==> src/rtl/stack_exec_if.sv <==
// Command and stack port bundle for the stack operation executor.
// Command handshake: the front-end holds cmd_valid/cmd_op; a command transfers on
// a rising clk where cmd_valid && cmd_ready, and cmd_op is only looked at on that edge.
interface stack_exec_if;
  logic        cmd_valid;
  logic [2:0]  cmd_op;
  logic        cmd_ready;
  logic [31:0] stack_top;
  logic [9:0]  stack_size;
  logic        stack_push;
  logic        stack_pop;
  logic [31:0] stack_in;
  logic        done;
  logic        err;
  logic [1:0]  err_code;

  modport slave (
    input  cmd_valid, cmd_op, stack_top, stack_size,
    output cmd_ready, stack_push, stack_pop, stack_in, done, err, err_code
  );

  modport master (
    output cmd_valid, cmd_op, stack_top, stack_size,
    input  cmd_ready, stack_push, stack_pop, stack_in, done, err, err_code
  );
endinterface

==> src/rtl/stack_exec.sv <==
// Executes one calculator opcode as a paced sequence of pop/push strobes on the stack,
// with a 32-bit ALU and a bit-serial restoring divider for DIV/MOD.
module stack_exec #(
  parameter int DEPTH      = 1023,
  parameter int DIV_CYCLES = 32
) (
  input  logic             clk,
  input  logic             reset,
  stack_exec_if.slave      bus,
  output logic [3:0]       dbg_state_o
);

  localparam int         CW      = $clog2(DIV_CYCLES + 1);
  localparam logic [9:0] DEPTH_L = 10'(DEPTH);

  localparam logic [2:0] OP_ADD  = 3'd0;
  localparam logic [2:0] OP_SUB  = 3'd1;
  localparam logic [2:0] OP_MUL  = 3'd2;
  localparam logic [2:0] OP_DIV  = 3'd3;
  localparam logic [2:0] OP_MOD  = 3'd4;
  localparam logic [2:0] OP_POP  = 3'd5;
  localparam logic [2:0] OP_DUP  = 3'd6;
  localparam logic [2:0] OP_SWAP = 3'd7;

  typedef enum logic [3:0] {
    S_IDLE, S_POP1, S_WAIT1, S_POP2, S_EXEC, S_PUSH, S_GAP, S_PUSHA, S_DONE
  } state_t;

  state_t        state_q, state_d;
  logic [2:0]    op_q, op_d;
  logic [31:0]   a_q, a_d, b_q, b_d;
  logic [31:0]   rem_q, rem_d, quo_q, quo_d;
  logic [CW-1:0] cnt_q, cnt_d;
  logic          ready_q, ready_d;
  logic          push_q, push_d, pop_q, pop_d;
  logic          done_q, done_d, err_q, err_d;
  logic [31:0]   stack_in_q, stack_in_d;
  logic [1:0]    err_code_q, err_code_d;

  logic          is_div;
  logic [1:0]    chk_code;
  logic [32:0]   rem_sh;
  logic [31:0]   rem_nx, quo_nx, res;

  assign is_div = (op_q == OP_DIV) || (op_q == OP_MOD);

  // Accept-time checks, evaluated on the live stack view; first failing one wins.
  always_comb begin
    logic under;
    under = 1'b0;
    if (bus.cmd_op == OP_POP || bus.cmd_op == OP_DUP) under = (bus.stack_size == 10'd0);
    else                                              under = (bus.stack_size < 10'd2);
    if (under)                                                   chk_code = 2'd1;
    else if (bus.cmd_op == OP_DUP && bus.stack_size >= DEPTH_L)  chk_code = 2'd2;
    else if ((bus.cmd_op == OP_DIV || bus.cmd_op == OP_MOD) && bus.stack_top == 32'd0)
                                                                 chk_code = 2'd3;
    else                                                         chk_code = 2'd0;
  end

  // One restoring-division step: shift in the next dividend bit, subtract if it fits.
  always_comb begin
    rem_sh = {rem_q, quo_q[31]};
    rem_nx = rem_sh[31:0];
    quo_nx = {quo_q[30:0], 1'b0};
    if (rem_sh >= {1'b0, b_q}) begin
      rem_nx = 32'(rem_sh - {1'b0, b_q});
      quo_nx = {quo_q[30:0], 1'b1};
    end
  end

  always_comb begin
    res = b_q;
    case (op_q)
      OP_ADD:  res = a_q + b_q;
      OP_SUB:  res = a_q - b_q;
      OP_MUL:  res = a_q * b_q;
      OP_DIV:  res = quo_nx;
      OP_MOD:  res = rem_nx;
      default: res = b_q;
    endcase
  end

  always_comb begin
    state_d    = state_q;
    op_d       = op_q;
    a_d        = a_q;
    b_d        = b_q;
    rem_d      = rem_q;
    quo_d      = quo_q;
    cnt_d      = cnt_q;
    stack_in_d = stack_in_q;
    err_code_d = err_code_q;
    err_d      = 1'b0;
    case (state_q)
      S_IDLE: begin
        if (bus.cmd_valid && ready_q) begin
          op_d       = bus.cmd_op;
          b_d        = bus.stack_top;
          err_code_d = chk_code;
          if (chk_code != 2'd0) begin
            state_d = S_DONE;
            err_d   = 1'b1;
          end else if (bus.cmd_op == OP_DUP) begin
            state_d    = S_PUSH;
            stack_in_d = bus.stack_top;
          end else begin
            state_d = S_POP1;
          end
        end
      end
      S_POP1:  state_d = (op_q == OP_POP) ? S_DONE : S_WAIT1;
      S_WAIT1: state_d = S_POP2;
      S_POP2: begin
        a_d     = bus.stack_top;
        rem_d   = 32'd0;
        quo_d   = bus.stack_top;
        cnt_d   = CW'(DIV_CYCLES - 1);
        state_d = S_EXEC;
      end
      S_EXEC: begin
        // The final divider step feeds straight into the push register.
        if (is_div && cnt_q != '0) begin
          rem_d = rem_nx;
          quo_d = quo_nx;
          cnt_d = cnt_q - CW'(1);
        end else begin
          stack_in_d = res;
          state_d    = S_PUSH;
        end
      end
      S_PUSH:  state_d = (op_q == OP_SWAP) ? S_GAP : S_DONE;
      S_GAP: begin
        stack_in_d = a_q;
        state_d    = S_PUSHA;
      end
      S_PUSHA: state_d = S_DONE;
      S_DONE:  state_d = S_IDLE;
      default: state_d = S_IDLE;
    endcase

    ready_d = (state_d == S_IDLE);
    push_d  = (state_d == S_PUSH) || (state_d == S_PUSHA);
    pop_d   = (state_d == S_POP1) || (state_d == S_POP2);
    done_d  = (state_d == S_DONE);
  end

  always_ff @(posedge clk or posedge reset) begin
    if (reset) state_q <= S_IDLE;
    else       state_q <= state_d;
  end

  always_ff @(posedge clk or posedge reset) begin
    if (reset) begin
      op_q       <= '0;
      a_q        <= '0;
      b_q        <= '0;
      rem_q      <= '0;
      quo_q      <= '0;
      cnt_q      <= '0;
      ready_q    <= 1'b0;
      push_q     <= 1'b0;
      pop_q      <= 1'b0;
      done_q     <= 1'b0;
      err_q      <= 1'b0;
      stack_in_q <= '0;
      err_code_q <= '0;
    end else begin
      op_q       <= op_d;
      a_q        <= a_d;
      b_q        <= b_d;
      rem_q      <= rem_d;
      quo_q      <= quo_d;
      cnt_q      <= cnt_d;
      ready_q    <= ready_d;
      push_q     <= push_d;
      pop_q      <= pop_d;
      done_q     <= done_d;
      err_q      <= err_d;
      stack_in_q <= stack_in_d;
      err_code_q <= err_code_d;
    end
  end

  assign bus.cmd_ready  = ready_q;
  assign bus.stack_push = push_q;
  assign bus.stack_pop  = pop_q;
  assign bus.stack_in   = stack_in_q;
  assign bus.done       = done_q;
  assign bus.err        = err_q;
  assign bus.err_code   = err_code_q;
  assign dbg_state_o    = state_q;

endmodule

==> src/flat_wrapper.sv <==
// flat-port wrapper written by rule: the top's interface ports become plain ports
module stack_exec_flat 
#(
  parameter int DEPTH      = 1023,
  parameter int DIV_CYCLES = 32
)
  (clk, reset, dbg_state_o, bus_cmd_valid, bus_cmd_op, bus_stack_top, bus_stack_size, bus_cmd_ready, bus_stack_push, bus_stack_pop, bus_stack_in, bus_done, bus_err, bus_err_code);
  stack_exec_if bus_i ();
  input  logic clk;
  input  logic reset;
  output logic [3:0] dbg_state_o;
  input wire logic [$bits(bus_i.cmd_valid)-1:0] bus_cmd_valid;
  input wire logic [$bits(bus_i.cmd_op)-1:0] bus_cmd_op;
  input wire logic [$bits(bus_i.stack_top)-1:0] bus_stack_top;
  input wire logic [$bits(bus_i.stack_size)-1:0] bus_stack_size;
  output wire logic [$bits(bus_i.cmd_ready)-1:0] bus_cmd_ready;
  output wire logic [$bits(bus_i.stack_push)-1:0] bus_stack_push;
  output wire logic [$bits(bus_i.stack_pop)-1:0] bus_stack_pop;
  output wire logic [$bits(bus_i.stack_in)-1:0] bus_stack_in;
  output wire logic [$bits(bus_i.done)-1:0] bus_done;
  output wire logic [$bits(bus_i.err)-1:0] bus_err;
  output wire logic [$bits(bus_i.err_code)-1:0] bus_err_code;
  assign bus_i.cmd_valid = bus_cmd_valid;
  assign bus_i.cmd_op = bus_cmd_op;
  assign bus_i.stack_top = bus_stack_top;
  assign bus_i.stack_size = bus_stack_size;
  assign bus_cmd_ready = bus_i.cmd_ready;
  assign bus_stack_push = bus_i.stack_push;
  assign bus_stack_pop = bus_i.stack_pop;
  assign bus_stack_in = bus_i.stack_in;
  assign bus_done = bus_i.done;
  assign bus_err = bus_i.err;
  assign bus_err_code = bus_i.err_code;
  stack_exec #(.DEPTH(DEPTH), .DIV_CYCLES(DIV_CYCLES)) u_core (.clk(clk), .reset(reset), .bus(bus_i), .dbg_state_o(dbg_state_o));
endmodule
==> config.mk <==
export PLATFORM = sky130hd
export DESIGN_NAME = stack_exec_flat
export DESIGN_NICKNAME = d
export VERILOG_FILES = /design/src/rtl/stack_exec_if.sv /design/src/rtl/stack_exec.sv /design/src/flat_wrapper.sv
export SDC_FILE = /design/constraint.sdc
export NUM_CORES = 2
export LEC_CHECK = 0
export ABC_CLOCK_PERIOD_IN_PS = 8050
export BUFFER_PORTS_ARGS = -buffer_cell sky130_fd_sc_hd__buf_2
export CORE_ASPECT_RATIO = 0.6
export CORE_MARGIN = 10
export CORE_UTILIZATION = 37
export CTS_CLUSTER_DIAMETER = 200
export DETAILED_ROUTE_END_ITERATION = 8
export PLACE_DENSITY = 0.63
export SLEW_MARGIN = 10
export SYNTH_ARGS = -nofsm -noshare
export SYNTH_HDL_FRONTEND = slang
export SYNTH_SLANG_ARGS = --single-unit
==> constraint.sdc <==
create_clock -name clk -period 8.05 [get_ports clk]
set_input_delay 0 -clock clk [delete_from_list [all_inputs] [get_ports clk]]
set_output_delay 0 -clock clk [all_outputs]
set_load 0.03 [all_outputs]
==> qor.csv <==
metric,value,unit
register_cell_area_after_layout,0.00450,sq mm
final_setup_fails,0,
post-route-drc-count,1,
synth_xor_xnor_area_share,0.0522,
synth-adder-area-share,0.371,
effective_utilization_at_floorplan,0.375,
number_of_max_slew_violations_in_the_final_report,0,
via_count,24700,
final_layout_size_suffix_gt1_frac,0.0862,
drt-wirelength-per-cell,23.9,um
synth.ff_latch_count,180,
cts-root-to-sink-buffers,2,
std_cell_rows,78,
chip_width,379,um
die_h,235,um
final_min_period_over_clock_period,0.936,
hold_violations,0,
finish.instance_area,0.0314,sq mm
clock_skew,0.0185,ns
worst-endpoint-arrival,7.90,ns
post_synthesis_cell_count,3298,
yosys.area_share.simple,0.182,
ys_top_cells_by_area,"sky130_fd_sc_hd__fa_1 29%, sky130_fd_sc_hd__dfrtp_1 16%, sky130_fd_sc_hd__ha_1 8.3%",
io-pin-count,91,
grt-ovfl-total,0,
synth_edf_count,0,
yosysTopAreaCell,sky130_fd_sc_hd__fa_1,
place.gp.congestion,1.01,
outcome,"complete, but fails checks",
post_dp_area,0.0304,sq mm
place.detailed.hpwl,82800,um
tritoncts_clock_tree,done,
setup.worst_path.class,reg2reg,
achievable-frequency,133,MHz
fillCellCount,7596,
first_pass_grt_wire_length,160000,um
synthesis.area_per_instance,8.66,sq um
drt_iter0_drc,3098,
syn_area,0.0285,sq mm
slew_headroom,0.0590,
critical_path_required,8.42,ns
cap_violations,0,
synth_top_family_by_area,adder cells,
final_critical_path_time_including_i_o_delays_and_setup,7.53,ns
core_area,0.0760,sq mm
post-cts-setup-buffer-count,0,
dr.pass1.iters,9,
synth.net_count,3946,
fraction_of_synthesized_cell_area_taken_by_the_top_area_cell_type,0.288,
tightest_slew,1.40,ns
floorplan.die_area,0.0890,sq mm
synth_mux_area_frac,0.0200,
setup.worst_path.end_class,flop,
synthToLayoutAreaGrowth,10.0,%
synthFlopType,sky130_fd_sc_hd__dfrtp_1,
timing.hold.ws,0.0190,ns
antenna_left,0,
clkSinkCount,180,
path_clk_slew,0.08,ns
crit_fanout,13,
master_cell_of_the_clock_root_buffer,sky130_fd_sc_hd__clkbuf_16,
tritoncts.num_buffers,17,
synth_cell_types,81,
synth-seq-area-share,0.158,
multi_input_comb_area,0.0217,sq mm
synth-compound-area-share,0.134,
insertion_delay,0.49,ns
placed_cells_incl_taps,4305,
gr-usage-all-layers,0.237,
setup.worst_path.start_class,flop,
grt_setup_unrepaired,no,
synth_warnings,0,
htree_levels,4,
final_net_count,4012,
final.setup.tns,0,ns
port-buffer-count,90,
timing.hold.worst.class,in2reg,
antenna_violations_before_repair,1,
first_global_vias,24500,
failing_checks,design-rule violations,
routed_via_density,5.64,
grt_start_max_net_pins,111,
stdcell_count,4379,
finalWirelength,105000,um
postSynth.asyncResetShare,1.00,
-- synthesized netlist by cell type, types with 7 or more instances --
master	n
sky130_fd_sc_hd__nor2b_1	9
sky130_fd_sc_hd__o21ai_1	7
sky130_fd_sc_hd__buf_2	8
sky130_fd_sc_hd__xor2_1	42
sky130_fd_sc_hd__o211ai_1	14
sky130_fd_sc_hd__nand4_1	17
sky130_fd_sc_hd__o21ai_0	137
sky130_fd_sc_hd__clkbuf_1	173
sky130_fd_sc_hd__buf_1	7
sky130_fd_sc_hd__o21a_1	29
sky130_fd_sc_hd__nand2_1	499
sky130_fd_sc_hd__o31ai_1	11
sky130_fd_sc_hd__mux2_2	36
sky130_fd_sc_hd__ha_1	190
sky130_fd_sc_hd__a21o_1	36
sky130_fd_sc_hd__a221oi_1	13
sky130_fd_sc_hd__nor4_1	17
sky130_fd_sc_hd__o21bai_1	15
sky130_fd_sc_hd__fa_1	410
sky130_fd_sc_hd__a222oi_1	8
sky130_fd_sc_hd__a211oi_1	16
sky130_fd_sc_hd__o2111ai_1	12
sky130_fd_sc_hd__xnor2_1	128
sky130_fd_sc_hd__a22oi_1	54
sky130_fd_sc_hd__nor3_1	25
sky130_fd_sc_hd__o31a_1	7
sky130_fd_sc_hd__a21oi_1	129
sky130_fd_sc_hd__dfrtp_1	180
sky130_fd_sc_hd__and2_1	289
sky130_fd_sc_hd__inv_1	432
sky130_fd_sc_hd__or3_1	8
sky130_fd_sc_hd__mux2i_1	15
sky130_fd_sc_hd__o41ai_1	7
sky130_fd_sc_hd__nor2_1	129
sky130_fd_sc_hd__o22ai_1	11
sky130_fd_sc_hd__nand3_1	53
sky130_fd_sc_hd__nand2b_1	15
sky130_fd_sc_hd__a31oi_1	22
-- kinds of logic after synthesis --
group,after synthesis
AND/OR/NAND/NOR,1089
buffers and inverters,624
multiplexers,52
adder cells (fa/ha/maj),600
flip-flops,180
AO/OA/AOI/OAI,583
XOR/XNOR,170
-- final timing paths --
path	from	end	slack (ns)	cells past startpoint
max	u_core.b_q[9]	u_core.bus.stack_in[31]	0.52	23
min	bus_stack_size[2]	u_core.bus.err_code[1]	0.02	5
max reg2reg	u_core.b_q[9]	u_core.bus.stack_in[31]	0.52	23
min reg2reg	u_core.bus.stack_in[3]	u_core.bus.stack_in[3]	0.49	1
max in group asynchronous	reset	u_core.b_q[18]	6.39	4
min in group asynchronous	reset	u_core.rem_q[30]	0.15	3
-- worst max-delay path, cell delays in order (launching register included) --
cell and delay [ns]:
sky130_fd_sc_hd__dfrtp_1 0.57, sky130_fd_sc_hd__buf_4 0.25, sky130_fd_sc_hd__buf_4 0.23, sky130_fd_sc_hd__nand2_1 0.10, sky130_fd_sc_hd__fa_1 0.40, sky130_fd_sc_hd__inv_1 0.10, sky130_fd_sc_hd__fa_1 0.44, sky130_fd_sc_hd__fa_1 0.52
sky130_fd_sc_hd__inv_1 0.07, sky130_fd_sc_hd__fa_1 0.48, sky130_fd_sc_hd__inv_1 0.06, sky130_fd_sc_hd__fa_1 0.49, sky130_fd_sc_hd__fa_1 0.57, sky130_fd_sc_hd__fa_1 0.44, sky130_fd_sc_hd__fa_1 0.44, sky130_fd_sc_hd__ha_1 0.36
sky130_fd_sc_hd__a2111oi_0 0.43, sky130_fd_sc_hd__a22o_1 0.25, sky130_fd_sc_hd__a21oi_1 0.12, sky130_fd_sc_hd__o22ai_1 0.32, sky130_fd_sc_hd__o21ai_0 0.19, sky130_fd_sc_hd__xnor2_1 0.19, sky130_fd_sc_hd__a221oi_1 0.26, sky130_fd_sc_hd__a31oi_1 0.13
-- flip-flops by register name, indices dropped and copies added, names as in the netlist --
signal,flops
u_core.b_q,32
u_core.bus.stack_push,1
u_core.bus.err_code,2
u_core.bus.cmd_ready,1
u_core.a_q,32
u_core.bus.err,1
u_core.quo_q,32
u_core.bus.done,1
u_core.dbg_state_o,4
u_core.bus.stack_pop,1
u_core.rem_q,32
u_core.bus.stack_in,32
u_core.op_q,3
u_core.cnt_q,6
-- routing by layer --
metal  GRT usage  vias to the layer above  share of wire
li1            -                    10800              -
met1       0.362                    12200           0.45
met2       0.300                     1525           0.38
met3       0.105                       98           0.15
met4      0.0383                        0          0.015
met5           0                        -              0
-- layout by cell type, fill, tap and decap left out, types with 7 or more instances in the layout --
master | synthesis | routed
sky130_fd_sc_hd__o211ai_1 | 14 | 14
sky130_fd_sc_hd__o21ai_0 | 137 | 137
sky130_fd_sc_hd__dfrtp_1 | 180 | 180
sky130_fd_sc_hd__nand2b_1 | 15 | 15
sky130_fd_sc_hd__and2_1 | 289 | 288
sky130_fd_sc_hd__o21ai_1 | 7 | 7
sky130_fd_sc_hd__xnor2_1 | 128 | 128
sky130_fd_sc_hd__o31ai_1 | 11 | 11
sky130_fd_sc_hd__o21a_1 | 29 | 29
sky130_fd_sc_hd__nor4_1 | 17 | 17
sky130_fd_sc_hd__a21oi_1 | 129 | 128
sky130_fd_sc_hd__o31a_1 | 7 | 7
sky130_fd_sc_hd__o41ai_1 | 7 | 7
sky130_fd_sc_hd__nand4_1 | 17 | 17
sky130_fd_sc_hd__a222oi_1 | 8 | 8
sky130_fd_sc_hd__o21bai_1 | 15 | 15
sky130_fd_sc_hd__a31oi_1 | 22 | 22
sky130_fd_sc_hd__dlygate4sd3_1 | 0 | 40
sky130_fd_sc_hd__clkbuf_16 | 0 | 17
sky130_fd_sc_hd__buf_4 | 1 | 107
sky130_fd_sc_hd__nand3_1 | 53 | 53
sky130_fd_sc_hd__fa_1 | 410 | 410
sky130_fd_sc_hd__inv_1 | 432 | 431
sky130_fd_sc_hd__nor3_1 | 25 | 25
sky130_fd_sc_hd__or3_1 | 8 | 8
sky130_fd_sc_hd__o2111ai_1 | 12 | 12
sky130_fd_sc_hd__a221oi_1 | 13 | 13
sky130_fd_sc_hd__nor2_1 | 129 | 127
sky130_fd_sc_hd__a22oi_1 | 54 | 54
sky130_fd_sc_hd__xor2_1 | 42 | 42
sky130_fd_sc_hd__buf_2 | 8 | 90
sky130_fd_sc_hd__ha_1 | 190 | 190
sky130_fd_sc_hd__a211oi_1 | 16 | 16
sky130_fd_sc_hd__nor2b_1 | 9 | 9
sky130_fd_sc_hd__mux2_2 | 36 | 36
sky130_fd_sc_hd__a21o_1 | 36 | 36
sky130_fd_sc_hd__o22ai_1 | 11 | 11
sky130_fd_sc_hd__mux2i_1 | 15 | 15
sky130_fd_sc_hd__nand2_1 | 499 | 498
-- repair_timing --
item                                   in CTS  in global routing
endpoints found under the hold margin     210                  0
setup endpoints to repair                   0                  1
gates resized for setup                     0                  1
hold buffers                               40                  0
-- per-stage QoR --
stage          worst slack, ns  utilization
2_1_floorplan            0.849            -
3_3_place_gp             0.498        0.399
3_5_place_dp             0.468        0.399
4_1_cts                  0.465        0.413
5_1_grt                 0.0846        0.413
6_report                 0.515        0.413
-- area by class of cell --
| cell class | instances | area share |
|---|---|---|
| Multi-Input combinational cell | 2494 | 0.691 |
| Antenna cell | 2 | 0.000159 |
| Tap cell | 1000 | 0.0398 |
| Sequential cell | 180 | 0.143 |
| Inverter | 434 | 0.0521 |
| Timing Repair Buffer | 237 | 0.0527 |
| Clock inverter | 13 | 0.00657 |
| Clock buffer | 19 | 0.0138 |
Power is left out: the tool's default activity adds up to more than one toggle a clock period on the data nets, which glitch-free logic cannot reach.
